[config.mk]
export PLATFORM = sky130hd
export DESIGN_NAME = morse_digit_decoder
export DESIGN_NICKNAME = d
export VERILOG_FILES = /design/src/rtl/morse_digit_decoder_pkg.sv /design/src/rtl/morse_key_sync.sv /design/src/rtl/morse_digit_decoder.sv
export SDC_FILE = /design/constraint.sdc
export NUM_CORES = 1
export LEC_CHECK = 0
export ABC_AREA = 1
export CORE_ASPECT_RATIO = 0.7
export CORE_MARGIN = 2
export CORE_UTILIZATION = 50
export CTS_CLUSTER_SIZE = 25
export DETAILED_ROUTE_END_ITERATION = 12
export GPL_ROUTABILITY_DRIVEN = 0
export MAX_ROUTING_LAYER = met4
export PLACE_DENSITY = 0.8
export SLEW_MARGIN = 20
export SYNTH_ARGS = -nofsm -noshare
export SYNTH_HDL_FRONTEND = slang
export SYNTH_SLANG_ARGS = --single-unit
[constraint.sdc]
create_clock -name clk -period 2.5 [get_ports clk]
set_clock_uncertainty 0.05 [all_clocks]
set_input_delay 0.25 -clock clk [delete_from_list [all_inputs] [get_ports clk]]
set_output_delay 0.25 -clock clk [all_outputs]
set_load 0.05 [all_outputs]
[src/rtl/morse_digit_decoder_pkg.sv]
// morse_digit_decoder_pkg: shared symbol encoding, legal digit patterns and decoder states
package morse_digit_decoder_pkg;

    typedef enum logic [1:0] {S_IDLE, S_PRESS, S_GAP, S_DRAIN} state_e;

    localparam logic DOT  = 1'b0;
    localparam logic DASH = 1'b1;

    localparam logic [4:0] PAT_0 = 5'b11111;
    localparam logic [4:0] PAT_1 = 5'b01111;
    localparam logic [4:0] PAT_2 = 5'b00111;
    localparam logic [4:0] PAT_3 = 5'b00011;
    localparam logic [4:0] PAT_4 = 5'b00001;
    localparam logic [4:0] PAT_5 = 5'b00000;
    localparam logic [4:0] PAT_6 = 5'b10000;
    localparam logic [4:0] PAT_7 = 5'b11000;
    localparam logic [4:0] PAT_8 = 5'b11100;
    localparam logic [4:0] PAT_9 = 5'b11110;

endpackage

[src/rtl/morse_key_sync.sv]
// morse_key_sync: two-flop synchronizer for the asynchronous key line
module morse_key_sync (
    input  logic clk,
    input  logic reset_n,
    input  logic key_i,
    output logic key_s_o
);

    logic [1:0] sync_q;

    always_ff @(posedge clk) begin
        if (!reset_n) sync_q <= '0;
        else          sync_q <= {sync_q[0], key_i};
    end

    assign key_s_o = sync_q[1];

endmodule

[src/rtl/morse_digit_decoder.sv]
// morse_digit_decoder: times key presses into dots/dashes and decodes a 5-symbol character to BCD
module morse_digit_decoder
    import morse_digit_decoder_pkg::*;
#(
    parameter int unsigned DEBOUNCE = 250000,
    parameter int unsigned DASH_MIN = 10000000,
    parameter int unsigned GAP      = 25000000,
    parameter int unsigned LONG_MAX = 100000000,
    parameter int          CW       = 27
) (
    input  logic       clk,
    input  logic       reset_n,
    input  logic       key,
    output logic [3:0] digit,
    output logic [4:0] pattern,
    output logic       valid,
    output logic       error,
    output logic       busy
);

    localparam logic [CW-1:0] T_DEB  = CW'(DEBOUNCE);
    localparam logic [CW-1:0] T_DASH = CW'(DASH_MIN);
    localparam logic [CW-1:0] T_GAP  = CW'(GAP);
    localparam logic [CW-1:0] T_LONG = CW'(LONG_MAX);

    // {legal, digit}; legal = 0 for any pattern outside the ten digits
    function automatic logic [4:0] lookup(input logic [4:0] p);
        case (p)
            PAT_0:   return {1'b1, 4'd0};
            PAT_1:   return {1'b1, 4'd1};
            PAT_2:   return {1'b1, 4'd2};
            PAT_3:   return {1'b1, 4'd3};
            PAT_4:   return {1'b1, 4'd4};
            PAT_5:   return {1'b1, 4'd5};
            PAT_6:   return {1'b1, 4'd6};
            PAT_7:   return {1'b1, 4'd7};
            PAT_8:   return {1'b1, 4'd8};
            PAT_9:   return {1'b1, 4'd9};
            default: return 5'b0;
        endcase
    endfunction

    logic          key_s;
    state_e        state_q, state_d;
    logic [CW-1:0] timer_q, timer_d, timer_inc;
    logic [4:0]    shift_q, shift_d, pattern_q, pattern_d, hit;
    logic [2:0]    cnt_q, cnt_d;
    logic [3:0]    digit_q, digit_d;
    logic          valid_q, valid_d, error_q, error_d, sym;

    morse_key_sync u_sync (
        .clk     (clk),
        .reset_n (reset_n),
        .key_i   (key),
        .key_s_o (key_s)
    );

    assign timer_inc = (timer_q == '1) ? timer_q : timer_q + CW'(1);
    assign sym       = (timer_q >= T_DASH) ? DASH : DOT;
    assign hit       = lookup(shift_q);

    always_comb begin
        state_d   = state_q;
        timer_d   = timer_inc;
        shift_d   = shift_q;
        cnt_d     = cnt_q;
        digit_d   = digit_q;
        pattern_d = pattern_q;
        valid_d   = 1'b0;
        error_d   = 1'b0;
        case (state_q)
            S_IDLE: begin
                state_d = key_s ? S_PRESS : S_IDLE;
                timer_d = key_s ? CW'(1) : '0;
            end
            S_PRESS: begin
                if (timer_q == T_LONG) begin
                    error_d = 1'b1;
                    state_d = S_DRAIN;
                    timer_d = '0;
                end else if (!key_s) begin
                    timer_d = '0;
                    if (timer_q < T_DEB) begin
                        state_d = (cnt_q == 3'd0) ? S_IDLE : S_GAP;
                    end else if (cnt_q == 3'd5) begin
                        error_d = 1'b1;
                        state_d = S_DRAIN;
                    end else begin
                        shift_d[3'd4 - cnt_q] = sym;
                        cnt_d   = cnt_q + 3'd1;
                        state_d = S_GAP;
                    end
                end
            end
            S_GAP: begin
                // evaluation has priority over a press starting in the same cycle
                if (timer_q == T_GAP) begin
                    state_d = S_IDLE;
                    if (cnt_q == 3'd5 && hit[4]) begin
                        valid_d   = 1'b1;
                        digit_d   = hit[3:0];
                        pattern_d = shift_q;
                    end else begin
                        error_d = 1'b1;
                    end
                end else if (key_s) begin
                    state_d = S_PRESS;
                    timer_d = CW'(1);
                end
            end
            S_DRAIN: begin
                if (key_s)                 timer_d = '0;
                else if (timer_q == T_GAP) state_d = S_IDLE;
            end
            default: state_d = S_IDLE;
        endcase
        if (state_d == S_IDLE) begin
            shift_d = '0;
            cnt_d   = '0;
        end
    end

    always_ff @(posedge clk) begin
        if (!reset_n) begin
            state_q   <= S_IDLE;
            timer_q   <= '0;
            shift_q   <= '0;
            cnt_q     <= '0;
            digit_q   <= '0;
            pattern_q <= '0;
            valid_q   <= 1'b0;
            error_q   <= 1'b0;
        end else begin
            state_q   <= state_d;
            timer_q   <= timer_d;
            shift_q   <= shift_d;
            cnt_q     <= cnt_d;
            digit_q   <= digit_d;
            pattern_q <= pattern_d;
            valid_q   <= valid_d;
            error_q   <= error_d;
        end
    end

    assign digit   = digit_q;
    assign pattern = pattern_q;
    assign valid   = valid_q;
    assign error   = error_q;
    assign busy    = (state_q != S_IDLE);

endmodule

# Word-level counts from Yosys, hierarchy flattened
# Memories as Yosys holds them, arrays and structs flattened. A register that Yosys moved wholly into a read port is not among the register bits.
# Index checks and enable logic that the tools add are counted.
dict set report totals {
  reg_bits 50
  latch_bits 0
  ram_bits 0
  romBits 160
  word_cells 72
  n_memories 1
}
dict set report classes {
  n_addsub 3
  multipliers 0
  n_div 0
  magnitude_cmp 4
  eq_ne 7
  shifts 0
  muxes 33
  bitwise 5
  reduce_logical 10
}
# memory words width rd rd_clocked_by_memory_dff write_ports line_no
set memory_table {}
lappend memory_table {{(name not given)} 32 5 1 1 0 morse_digit_decoder.sv:28} ;# case (p)
# operator count
set op_table {}
lappend op_table {{$mux 27} 6}
lappend op_table {{$pmux 27 s4} 1}
lappend op_table {{$eq 27x27->1 const B} 2}
lappend op_table {{$add 27x1->27 const B} 1}
lappend op_table {{$eq 27x25->1 const B} 1}
lappend op_table {{$ge 27x24->1 const B} 1}
lappend op_table {{$lt 27x18->1 const B} 1}
lappend op_table {{$mux 2} 8}
lappend op_table {{$mux 1} 12}
lappend op_table {{$mux 5} 2}
lappend op_table {{$pmux 2 s4} 1}
lappend op_table {{$reduce_and 3->1} 2}
lappend op_table {{$bwmux 5} 1}
lappend op_table {{$not 1->1} 5}
lappend op_table {{$reduce_and 5->1} 1}
lappend op_table {{$eq 2x2->1 const B} 2}
lappend op_table {{$logic_not 2->1} 2}
lappend op_table {{$lt 3x4->1 const B} 1}
lappend op_table {{$add 3x1->3 const B} 1}
lappend op_table {{$demux 1 s3} 1}
lappend op_table {{$eq 3x3->1 const B} 1}
lappend op_table {{$ge 3x1->1 const B} 1}
lappend op_table {{$logic_not 3->1} 1}
lappend op_table {{$sub 3x3->3 const A} 1}
lappend op_table {{5 further kinds} 6}

# Logic depth before layout (Yosys ltp)
dict set report logic_depth {
  ltp_word 9
  mapped_depth 21
  mapped_depth_nobuf 20
}

# Modules after synthesis
# Synthesis repeated with hierarchy kept, for this count alone.
dict set report hier_totals {
  hier_cells 512
  hier_area_um2 3448.3
}
# mod n_inst cells_per_inst area_each_um2 seq_area_each_um2
set by_module_without_submodules {}
lappend by_module_without_submodules {morse_digit_decoder 1 506 3393.3 1061.0}
lappend by_module_without_submodules {morse_key_sync 1 6 55.1 40.0}

# Least setup slack after synthesis
# Ideal clock, no wire load.
dict set report synth_path {
  kind {reg2reg}
  start {register cnt_q[0]}
  end {register hit[0] (netlist name)}
  setup_ns 0.058
  t_arrival_ns 2.293
  t_required_ns 2.392
  path_slack_ns 0.099
  path_stages_with_launch 18
  n_path_buf 0
  cell_sequence {dfxtp_1 inv_1 ha_1 ha_1 inv_1 nor2_1 inv_1 nor2_1 nand4_1 o21ai_0 o21ai_4 nand2_4 inv_2 ha_1 nand3b_1 nand2_1 nand2_1 nand2_1}
}
dict set report synth_via {
  elab_chain_cells 9
  elab_cells_between_ends 21
}
# item line_no
set synth_rtl {}
lappend synth_rtl {{from (decl)} morse_digit_decoder.sv:47} ;# logic [2:0] cnt_q, cnt_d;
lappend synth_rtl {{from (signal assigned)} morse_digit_decoder.sv:137} ;# cnt_q <= cnt_d;
lappend synth_rtl {{parallel branches: the longest is 8 deep, another holds $lt 3x4->1} --}
lappend synth_rtl {{$mux 5 (no line) (*)} --}
# Mark *: on every way between the ends.
# A chain may end at the register's enable or synchronous reset.

# Worst setup path in the final report
dict set report layout_path {
  start {register timer_q[1]}
  end {register hit[0] (netlist name)}
}
dict set report layout_via {
  elab_chain_cells 8
  elab_cells_between_ends 20
}
# item line_no
set layout_rtl {}
lappend layout_rtl {{from (decl)} morse_digit_decoder.sv:45} ;# logic [CW-1:0] timer_q, timer_d, timer_inc;
lappend layout_rtl {{from (signal assigned)} morse_digit_decoder.sv:135} ;# timer_q <= timer_d;
lappend layout_rtl {{$lt 27x18->1} morse_digit_decoder.sv:83} ;# if (timer_q < T_DEB) begin
lappend layout_rtl {{$mux 2} morse_digit_decoder.sv:83}
lappend layout_rtl {{$mux 2} morse_digit_decoder.sv:81} ;# end else if (!key_s) begin
lappend layout_rtl {{$mux 2} morse_digit_decoder.sv:77} ;# if (timer_q == T_LONG) begin
lappend layout_rtl {{$pmux 2 s4} morse_digit_decoder.sv:71} ;# case (state_q)
lappend layout_rtl {{$logic_not 2->1} morse_digit_decoder.sv:117} ;# if (state_d == S_IDLE) begin
lappend layout_rtl {{$reduce_or 2->1 (no line)} --}
lappend layout_rtl {{$mux 5 (no line) (*)} --}
# Mark *: on every way between the ends. The rest lies on a longest branch, timed or not.

==> results_dict.tcl <==
set metrics [dict create \
    status "completed" \
    first_pass_iters 8 \
    muxShareOfSynthArea_pct 0.2970 \
    end_kind "flip-flop" \
    drt-initial-drc-count 396 \
    io_buffer_count 14 \
    clock_path_buffers 2 \
    cts_buffers 5 \
    synth.net_count 527 \
    slew_violations 0 \
    hpwl_mm 7.132 \
    cp_slowest_cell "dfxtp_2" \
    fin_ws_ns 0.07272 \
    grt_pass1_vias 3116 \
    required_ns 2.73 \
    synth-xor-area-share_pct 1.819 \
    yosys_warnings 0 \
    r2r_end "hit[0]" \
    reg2reg_depth 18 \
    final_nets 573 \
    syn_area_um2 3371 \
    min_path_cells 2 \
    synth.distinct_cells 39 \
    start_util_pct 52.95 \
    cts_hold_buf 0 \
    synth_top_family_by_area "simple AND/OR/NAND/NOR gates" \
    clock-sinks 55 \
    synth_top_area_share_pct 32.67 \
    die_w_um 102.1 \
    avgViaCountPerCell 5.545 \
    avgSynthCellArea_um2 6.583 \
    vias 3604 \
    yosys-top-cells-area "dfxtp_1, nand2_1, nor2_1" \
    io_pins 15 \
    grt_usage_pct 26.36 \
    total_power_mw 1.445 \
    wl_per_cell_um 15.33 \
    insertion_delay_ns 0.33 \
    fillers 561 \
    core.rowCount 24 \
    post-place-ws_ns -0.02550 \
    tightest_slew_ns 0.5454 \
    crit_family "simple AND/OR/NAND/NOR gates" \
    grt_max_degree 19 \
    diodes 0 \
    drive_gt1_share_pct 23.97 \
    path_clk_slew_ns 0.11 \
    p_leak_nw 1.790 \
    grt_pass1_wl_mm 14.84 \
    setup_viol 0 \
    ys_ff_latch 55 \
    syn_to_final_growth_pct 21.23 \
    synth_compound_area_share_pct 10.50 \
    hold_viol 0 \
    routed_wl_mm 9.966 \
    htree_levels 2 \
    worstHoldStart "u_sync.sync_q[0]" \
    crit_type "flip-flop to flip-flop" \
    synth_fa_ha_area_share_pct 4.454 \
    die_area_um2 7425 \
    fin_crit_sh_pct 97.09 \
    cts-root-buf "clkbuf_8" \
    coreArea_um2 6366 \
    fmax_mhz 412.0 \
    critPathMaxStageDelay_ns 0.36 \
    hold_end "u_sync.sync_q[1]" \
    antenna_found_initial 0 \
    setup_tns_ns 0 \
    drc 0 \
    path_cells "inv_2 -> ha_4 -> nand2_2 -> nor2_4 -> nand2_2 -> nor2_4 -> nand2_4 -> nand2_2 -> nor3_4 -> inv_4 -> o21ai_4 -> nand2_4 -> inv_2 -> ha_4 -> nand3b_1 -> nand2_1 -> nand2_1 -> nand2_1" \
    timing.rr.start "timer_q[1]" \
    whs_ns 0.3792 \
    dieHeight_um 72.70 \
    relSlewSlack_pct 63.31 \
    finalCriticalPeriod_ns 2.427 \
    yosys.area.top_type "dfxtp_1" \
    cp_data_arrival_time_ns 2.66 \
    drtAntennaViolNets 0 \
    rsz0062_at_grt "yes" \
    gr-total-overflow 0 \
    path_buf_inv 3 \
    drv_cap 0 \
    cp_max_fo 7 \
    cts_tree "yes" \
    yosysSeqAreaShare_pct 32.67 \
    ir_drop_v 0.0002182 \
    worstHoldPathType "flip-flop to flip-flop" \
    startpoint_type "flip-flop" \
    syn_inst 512 \
    synth-simple-area-share_pct 39.83 \
    reg2reg_slack_ns 0.07 \
    p_per_area_nw_per_um2 353.7 \
]
-- per-layer routing --
metal	global-route usage [%]	vias up	wire, µm
li1	-	1730	-
met1	38.38	1660	4451
met2	36.26	190	4300
met3	6.992	24	1037
met4	6.074	0	177
met5	-	-	0
-- sequential cells by signal, indices dropped and copies added (netlist names) --
signal and flops:
cnt_q 3, digit 4, error 1, hit 5
pattern 5, shift_q 5, state_q 2, timer_q 27
u_sync.sync_q 2, valid 1
-- cell type report --
class / instances / area, µm² / share of cell area, %
multi-input cells: 370 / 2071 / 50.67
flip-flops and latches: 55 / 1121 / 27.43
clock inverters: 3 / 25.02 / 0.6124
repair buffers: 46 / 380.4 / 9.308
well taps: 91 / 113.9 / 2.786
clock buffers: 5 / 68.82 / 1.684
inverters: 80 / 306.5 / 7.502
-- worst min-delay path, cell delays in order (launching register included) --
cell and delay, ns:
dfxtp_1 0.31, nand2_1 0.05, inv_1 0.03
-- cells in the final DEF, fill, tap and decap left out, types with 2 or more instances in the layout --
master,netlist,routed
clkinv_4,0,2
buf_4,2,32
inv_1,67,63
dfxtp_1,55,41
nand2_2,10,20
ha_1,12,8
o21ai_2,2,3
nand3_2,3,6
nand3b_1,2,2
nand2_1,114,103
nand4_1,15,15
nor3_1,15,15
o21ai_4,2,2
xor2_1,7,7
a21oi_1,22,21
nand3_1,33,29
ha_4,0,3
nand2_4,3,4
nor2_2,5,14
nor2_4,1,4
dfxtp_2,0,13
a211oi_1,3,3
nor4_1,5,5
inv_4,2,2
a31oi_1,2,2
o211ai_1,2,2
o21ai_0,27,26
clkdlybuf4s50_1,0,14
clkbuf_8,0,5
nor2_1,76,64
inv_2,8,13
-- how the worst max path moves through the flow --
| stage | start | end | slack, ns | depth (start not counted) |
|---|---|---|---|---|
| after floorplan | cnt_q[0] | hit[0] | 0.1 | 17 |
| after global placement | timer_q[1] | hit[0] | 0.10 | 20 |
| after detailed placement | timer_q[1] | hit[0] | -0.03 | 20 |
| after CTS | timer_q[1] | hit[0] | 0.008 | 20 |
| after global routing | timer_q[0] | hit[0] | -0.08 | 20 |
| final | timer_q[1] | hit[0] | 0.07 | 18 |
-- cells in the mapped netlist --
master     number
a211oi_1        3
a21oi_1        22
a31oi_1         2
and2_1          1
buf_4           2
buf_8           1
clkbuf_1        4
clkinv_1        2
clkinv_2        1
dfxtp_1        55
ha_1           12
inv_1          67
inv_2           8
inv_4           2
mux2i_1         1
nand2_1       114
nand2_2        10
nand2_4         3
nand3_1        33
nand3_2         3
nand3b_1        2
nand4_1        15
nor2_1         76
nor2_2          5
nor2_4          1
nor3_1         15
nor3_2          1
nor3_4          1
nor3b_1         1
nor4_1          5
nor4_2          1
nor4_4          1
o211ai_1        2
o21ai_0        27
o21ai_2         2
o21ai_4         2
o2bb2ai_1       1
or2_2           1
xor2_1          7
-- report_power, final --
part	leakage, nW	internal, mW	switching, mW
registers	0.451	0.877	0.00238
logic	1.29	0.0119	0.0183
clock network	0.0443	0.202	0.334
total	1.79	1.09	0.355
-- stage by stage --
step | area, µm² | utilization (%) | cells
after CTS | 3870 | 60.79 | 642
after floorplan | 3371 | - | 512
after detailed placement | 3752 | 58.94 | 633
after global placement | 3752 | 58.94 | 633
after global routing | 4086 | 64.19 | 650
final | 4086 | 64.19 | 650
-- cells by family (layout without fill, tap and decap cells) --
| kind of cell | after synthesis | count (layout) |
|---|---|---|
| buffers and inverters | 87 | 134 |
| multiplexers | 1 | 1 |
| flip-flops | 55 | 55 |
| AO/OA/AOI/OAI | 61 | 61 |
| adder cells (fa/ha/maj) | 12 | 12 |
| AND/OR/NAND/NOR | 289 | 289 |
| XOR/XNOR | 7 | 7 |
-- timing repair --
item | in CTS | in global routing
cloned | 0 | 0
pin swaps | 1 | 15
buffers inserted | 1 | 8
gates resized for setup | 4 | 56
endpoints found under the setup margin | 4 | 10
Note: power is estimated with default switching activity, not from simulation.
==> variant 1, RTL diff (same settings) <==
Encoding of `state_e`: now one-hot (4 bits for 4 states).
--- a/src/rtl/morse_digit_decoder_pkg.sv
+++ b/src/rtl/morse_digit_decoder_pkg.sv
@@ -1,7 +1,7 @@
 // morse_digit_decoder_pkg: shared symbol encoding, legal digit patterns and decoder states
 package morse_digit_decoder_pkg;
 
-    typedef enum logic [1:0] {S_IDLE, S_PRESS, S_GAP, S_DRAIN} state_e;
+    typedef enum logic [3:0] {S_IDLE = 4'b0001, S_PRESS = 4'b0010, S_GAP = 4'b0100, S_DRAIN = 4'b1000} state_e;
 
     localparam logic DOT  = 1'b0;
     localparam logic DASH = 1'b1;
Check against the original RTL: same outputs for any inputs over 10 cycles, from zero or initial values and one cycle with reset_n low; not proved beyond that.
==> variant 1 against the original RTL <==
  * Worst setup slack improved by 0.049 ns
  * Area after synthesis rose by 3.9%
  * Final area fell by 1.4%
  * Synthesized cell count rose by 6.6%
  * Sequential cell count rose by 2
  * Routed wire length fell by 8.9%
  * Highest routed layer unchanged
Power is not compared: it rests on default switching activity, and its combinational part moved more than twofold at a synthesized area within 25%.
==> variant 1: results (changes against the original RTL) <==
status completed; Worst Path Max Fanout 6 (-1); final wirelength 9080 microns (-8.9%); shortest period the worst path allows 2.38 ns (-0.0495 ns); Final #Nets 581 (+1.4%); leading cell types by count after synthesis nand2_1, nor2_1, inv_1; Slowest-stage cell, CP dfxtp_1; total track usage 25.7% (-0.69 points); fill cell count 643 (+15%); r2r worst-path depth 17 (-1); htree depth 3 (+1); CTS buffer count 9 (+4); Iteration-0 DRC Markers 382 (-3.5%); worst slew margin relative to its limit 66.8% (+3.5 points); vias per cell 5.43 (-2.1%); largest net degree at the start of global routing 14 (-5); hpwl dp 7040 microns (-1.2%); first-pass GRT wire length 15000 microns (+0.79%); clk_lat worst skew 0.36 ns (+0.03 ns); Reg2Reg Setup Slack 0.12 ns (+0.05 ns); crit path DAT 2.58 ns (-0.08 ns); vias in the first global route 3161 (+1.4%); post-synth cell types 35 (-10%); sequential area share after synthesis 32.6% (-0.094 points); slowest stage delay, CP 0.44 ns (+0.08 ns); ranking of synthesized cells by area dfxtp_1, nand2_1, nor2_1; pre-CTS worst setup slack 0.0429 ns (+0.0684 ns); clock slew at reported path FFs 0.07 ns (-0.04 ns); Mapped Nets 557 (+5.7%); First-pass DRT Iterations 5 (-3)
variant 1: timing repair:
action / CTS / global route
setup endpoints to repair: 0 / 16
hold buffers: 0 / 0
gates resized for setup: 0 / 18
setup buffers: 0 / 1
variant 1: cell type report:
class	count	area, sq um	area share (%)
multi-input cells	399	2050	51.0
flip-flops and latches	57	1150	28.6
inverters	80	302	7.49
repair buffers	23	208	5.16
clock buffers	11	141	3.51
well taps	94	118	2.92
clock inverters	5	55.1	1.37
variant 1: worst min-delay path by stage:
stage	startpoint	to	slack, ns	cells after the start
after CTS	key	u_sync.sync_q[0]$_SDFF_PN0_	0.37	3
after global routing	key	u_sync.sync_q[0]$_SDFF_PN0_	0.38	3
final	u_sync.sync_q[0]$_SDFF_PN0_	u_sync.sync_q[1]$_SDFF_PN0_	0.38	2
after detailed placement	u_sync.sync_q[0]$_SDFF_PN0_	u_sync.sync_q[1]$_SDFF_PN0_	0.37	2
after global placement	u_sync.sync_q[0]$_SDFF_PN0_	u_sync.sync_q[1]$_SDFF_PN0_	0.36	2
after floorplan	key	u_sync.sync_q[0]$_SDFF_PN0_	0.30	2
variant 1: per-layer routing:
layer  GRT usage, %  wire [microns]
met4           8.41             121
met2           36.0            3570
met5              -               0
met3           7.71            1030
met1           35.2            4360
variant 1: kinds of logic (layout without fill, tap and decap cells):
family | Yosys count | count (layout) | synth area share (%)
and+or+nand+nor | 321 | 321 | 43.3
buffers and inverters | 90 | 119 | 10.0
AOI/OAI and AO/OA | 67 | 67 | 10.5
DFF | 57 | 57 | 32.6
adders and majority gates | 8 | 8 | 2.86
xor gates and xnor gates | 3 | 3 | 0.750
variant 1: metrics by stage:
step,power (mW),std cells,area [sq um],TNS [ns]
floorplan,0.985,546,3500,0
global placement,1.01,652,3770,0
detailed placement,1.01,652,3770,0
CTS,1.87,668,3970,0
global route,1.92,669,4030,-0.0943
finish,1.86,669,4030,0
variant 1: worst max-delay path, delay by kind of cell, from the launching register on:
| family | cells | cell delay [ns] |
|---|---|---|
| buf+inv | 3 | 0.13 |
| fa+ha+maj | 1 | 0.27 |
| simple gates | 13 | 1.41 |
| flops | 1 | 0.44 |
variant 1: where the power goes:
part           internal [mW]  switching [mW]  leakage (nW)
logic                 0.0254          0.0505          1.12
clock network          0.483           0.380        0.0953
registers              0.913         0.00385         0.464
==> variant 2, RTL diff (same settings) <==
Made on the original files. Change the parameter `CW` from 27 to 54.
--- a/src/rtl/morse_digit_decoder.sv
+++ b/src/rtl/morse_digit_decoder.sv
@@ -6,7 +6,7 @@
     parameter int unsigned DASH_MIN = 10000000,
     parameter int unsigned GAP      = 25000000,
     parameter int unsigned LONG_MAX = 100000000,
-    parameter int          CW       = 27
+    parameter int          CW       = 54
 ) (
     input  logic       clk,
     input  logic       reset_n,
Behaviour: same outputs for any inputs over 10 cycles, from zero or initial values and one cycle with reset_n low; that may be too few to reach the edited logic, so the function may still have changed.
==> variant 2 against the original RTL <==
  * The flow now finishes with violations (setup timing)
  * Routed wire length grew 73%
  * Count of clock-buffer cells in the layout grew 6
  * Via count is 64% higher
  * Sequential cell count up 27
  * Total power grew 94%
  * Area after synthesis rose by 53%
  * Fmax shrank 4.0%
  * Final area up 65%
  * Worst setup slack got worse by 0.10 ns
==> variant 2: results (changes against the original RTL) <==
Iteration-0 DRC Markers 820 (+110%); leading cell types by count after synthesis nand2_1, nor2_1, inv_1; post-synth cell types 43 (+10%); r2r worst-path depth 12 (-6); total track usage 29.4% (+3.0 points); CTS buffer count 9 (+4); setup ws final -0.0277 ns (-0.100 ns); Final #Nets 902 (+57%); Max Freq 0.396 GHz (-4.0%); switch share 19.9% (-4.7 points); failing checks setup timing; crit path DAT 2.72 ns (+0.06 ns); Final setup viols 2 (+2); First-pass DRT Iterations 6 (-2); Critical Path End timer_q[19]$_SDFF_PN0_; largest net degree at the start of global routing 31 (+12); Mapped Nets 804 (+53%); max reg flops 54 (+100%); Slowest-stage cell, CP dfxtp_1; clock slew at reported path FFs 0.06 ns (-0.05 ns); dpl cell area 5950 sq um (+59%); Worst Path Max Fanout 4 (-3); vias per cell 5.79 (+4.5%); vias in the first global route 5021 (+61%); hpwl dp 11800 microns (+66%); clock root buffer clkbuf_16; htree depth 3 (+1); Lkg Pwr 2.83 nW (+58%); share of layout cells above drive strength 1 28.3% (+4.3 points); first-pass GRT wire length 24900 microns (+68%); Reg2Reg Launch Point timer_q[34]$_SDFF_PN0_; status finished with violations
## variant 2: cell type report
class | count | area (sq um)
multi-input combinational | 579 | 3320
fill | 773 | 3110
sequential | 82 | 1670
timing repair buffer | 99 | 807
inverter | 116 | 444
clock buffer | 11 | 253
tap | 128 | 160
clock inverter | 4 | 75.1
## variant 2: how the worst min path moves through the flow
stage	startpoint	end	slack, ns	cells after the start
after floorplan	key	u_sync.sync_q[0]$_SDFF_PN0_	0.30	2
after CTS	u_sync.sync_q[0]$_SDFF_PN0_	u_sync.sync_q[1]$_SDFF_PN0_	0.36	2
after global routing	u_sync.sync_q[0]$_SDFF_PN0_	u_sync.sync_q[1]$_SDFF_PN0_	0.40	2
after global placement	u_sync.sync_q[0]$_SDFF_PN0_	u_sync.sync_q[1]$_SDFF_PN0_	0.34	2
final	u_sync.sync_q[0]$_SDFF_PN0_	u_sync.sync_q[1]$_SDFF_PN0_	0.37	2
after detailed placement	u_sync.sync_q[0]$_SDFF_PN0_	u_sync.sync_q[1]$_SDFF_PN0_	0.36	2
## variant 2: routing by layer
| metal | vias up | track usage, % | share of wire [%] |
|---|---|---|---|
| li1 | 2765 | - | - |
| met4 | 0 | 10.0 | 3.3 |
| met1 | 2618 | 41.8 | 43 |
| met5 | - | - | 0 |
| met3 | 83 | 8.95 | 13 |
| met2 | 438 | 38.9 | 41 |
## variant 2: timing repair
action | in CTS | in global routing
setup endpoints to repair | 2 | 37
setup buffers | 0 | 11
resized for setup | 2 | 113
pin swaps | 0 | 30
## variant 2: cell families after synthesis
logic type / after synthesis / share of synthesized area, %
buffers and inverters: 128 / 9.94
AO/OA/AOI/OAI: 98 / 10.5
XOR/XNOR: 17 / 2.89
flip-flops: 82 / 31.9
adder cells (fa/ha/maj): 12 / 2.92
AND/OR/NAND/NOR: 452 / 41.9
## variant 2: worst min-delay path, cell delays in order, from the launching register on
cell     delay, ns
dfxtp_1       0.31
nand2_1       0.05
inv_1         0.04
## variant 2: power by group through the flow
| stage | Combinational, mW | Sequential, mW | Clock [mW] |
|---|---|---|---|
| 2_1_floorplan | 0.0151 | 1.34 | 0 |
| 3_3_place_gp | 0.0242 | 1.34 | 0 |
| 3_5_place_dp | 0.0245 | 1.34 | 0 |
| 4_1_cts | 0.0253 | 1.31 | 1.47 |
| 5_1_grt | 0.0314 | 1.31 | 1.52 |
| 6_report | 0.0289 | 1.31 | 1.46 |
## variant 2: metrics by stage
stage                     utilization [%]  hold slack [ns]  power, mW  cells  worst slack (ns)
after global routing                 68.4            0.399       2.87   1019            -0.143
final                                68.4            0.368       2.80   1019           -0.0277
after global placement               60.5            0.344       1.36    993            0.0191
after detailed placement             60.5            0.355       1.36    993           -0.0236
after CTS                            64.0            0.364       2.81   1008            0.0177
after floorplan                         -            0.298       1.35    789            0.0912
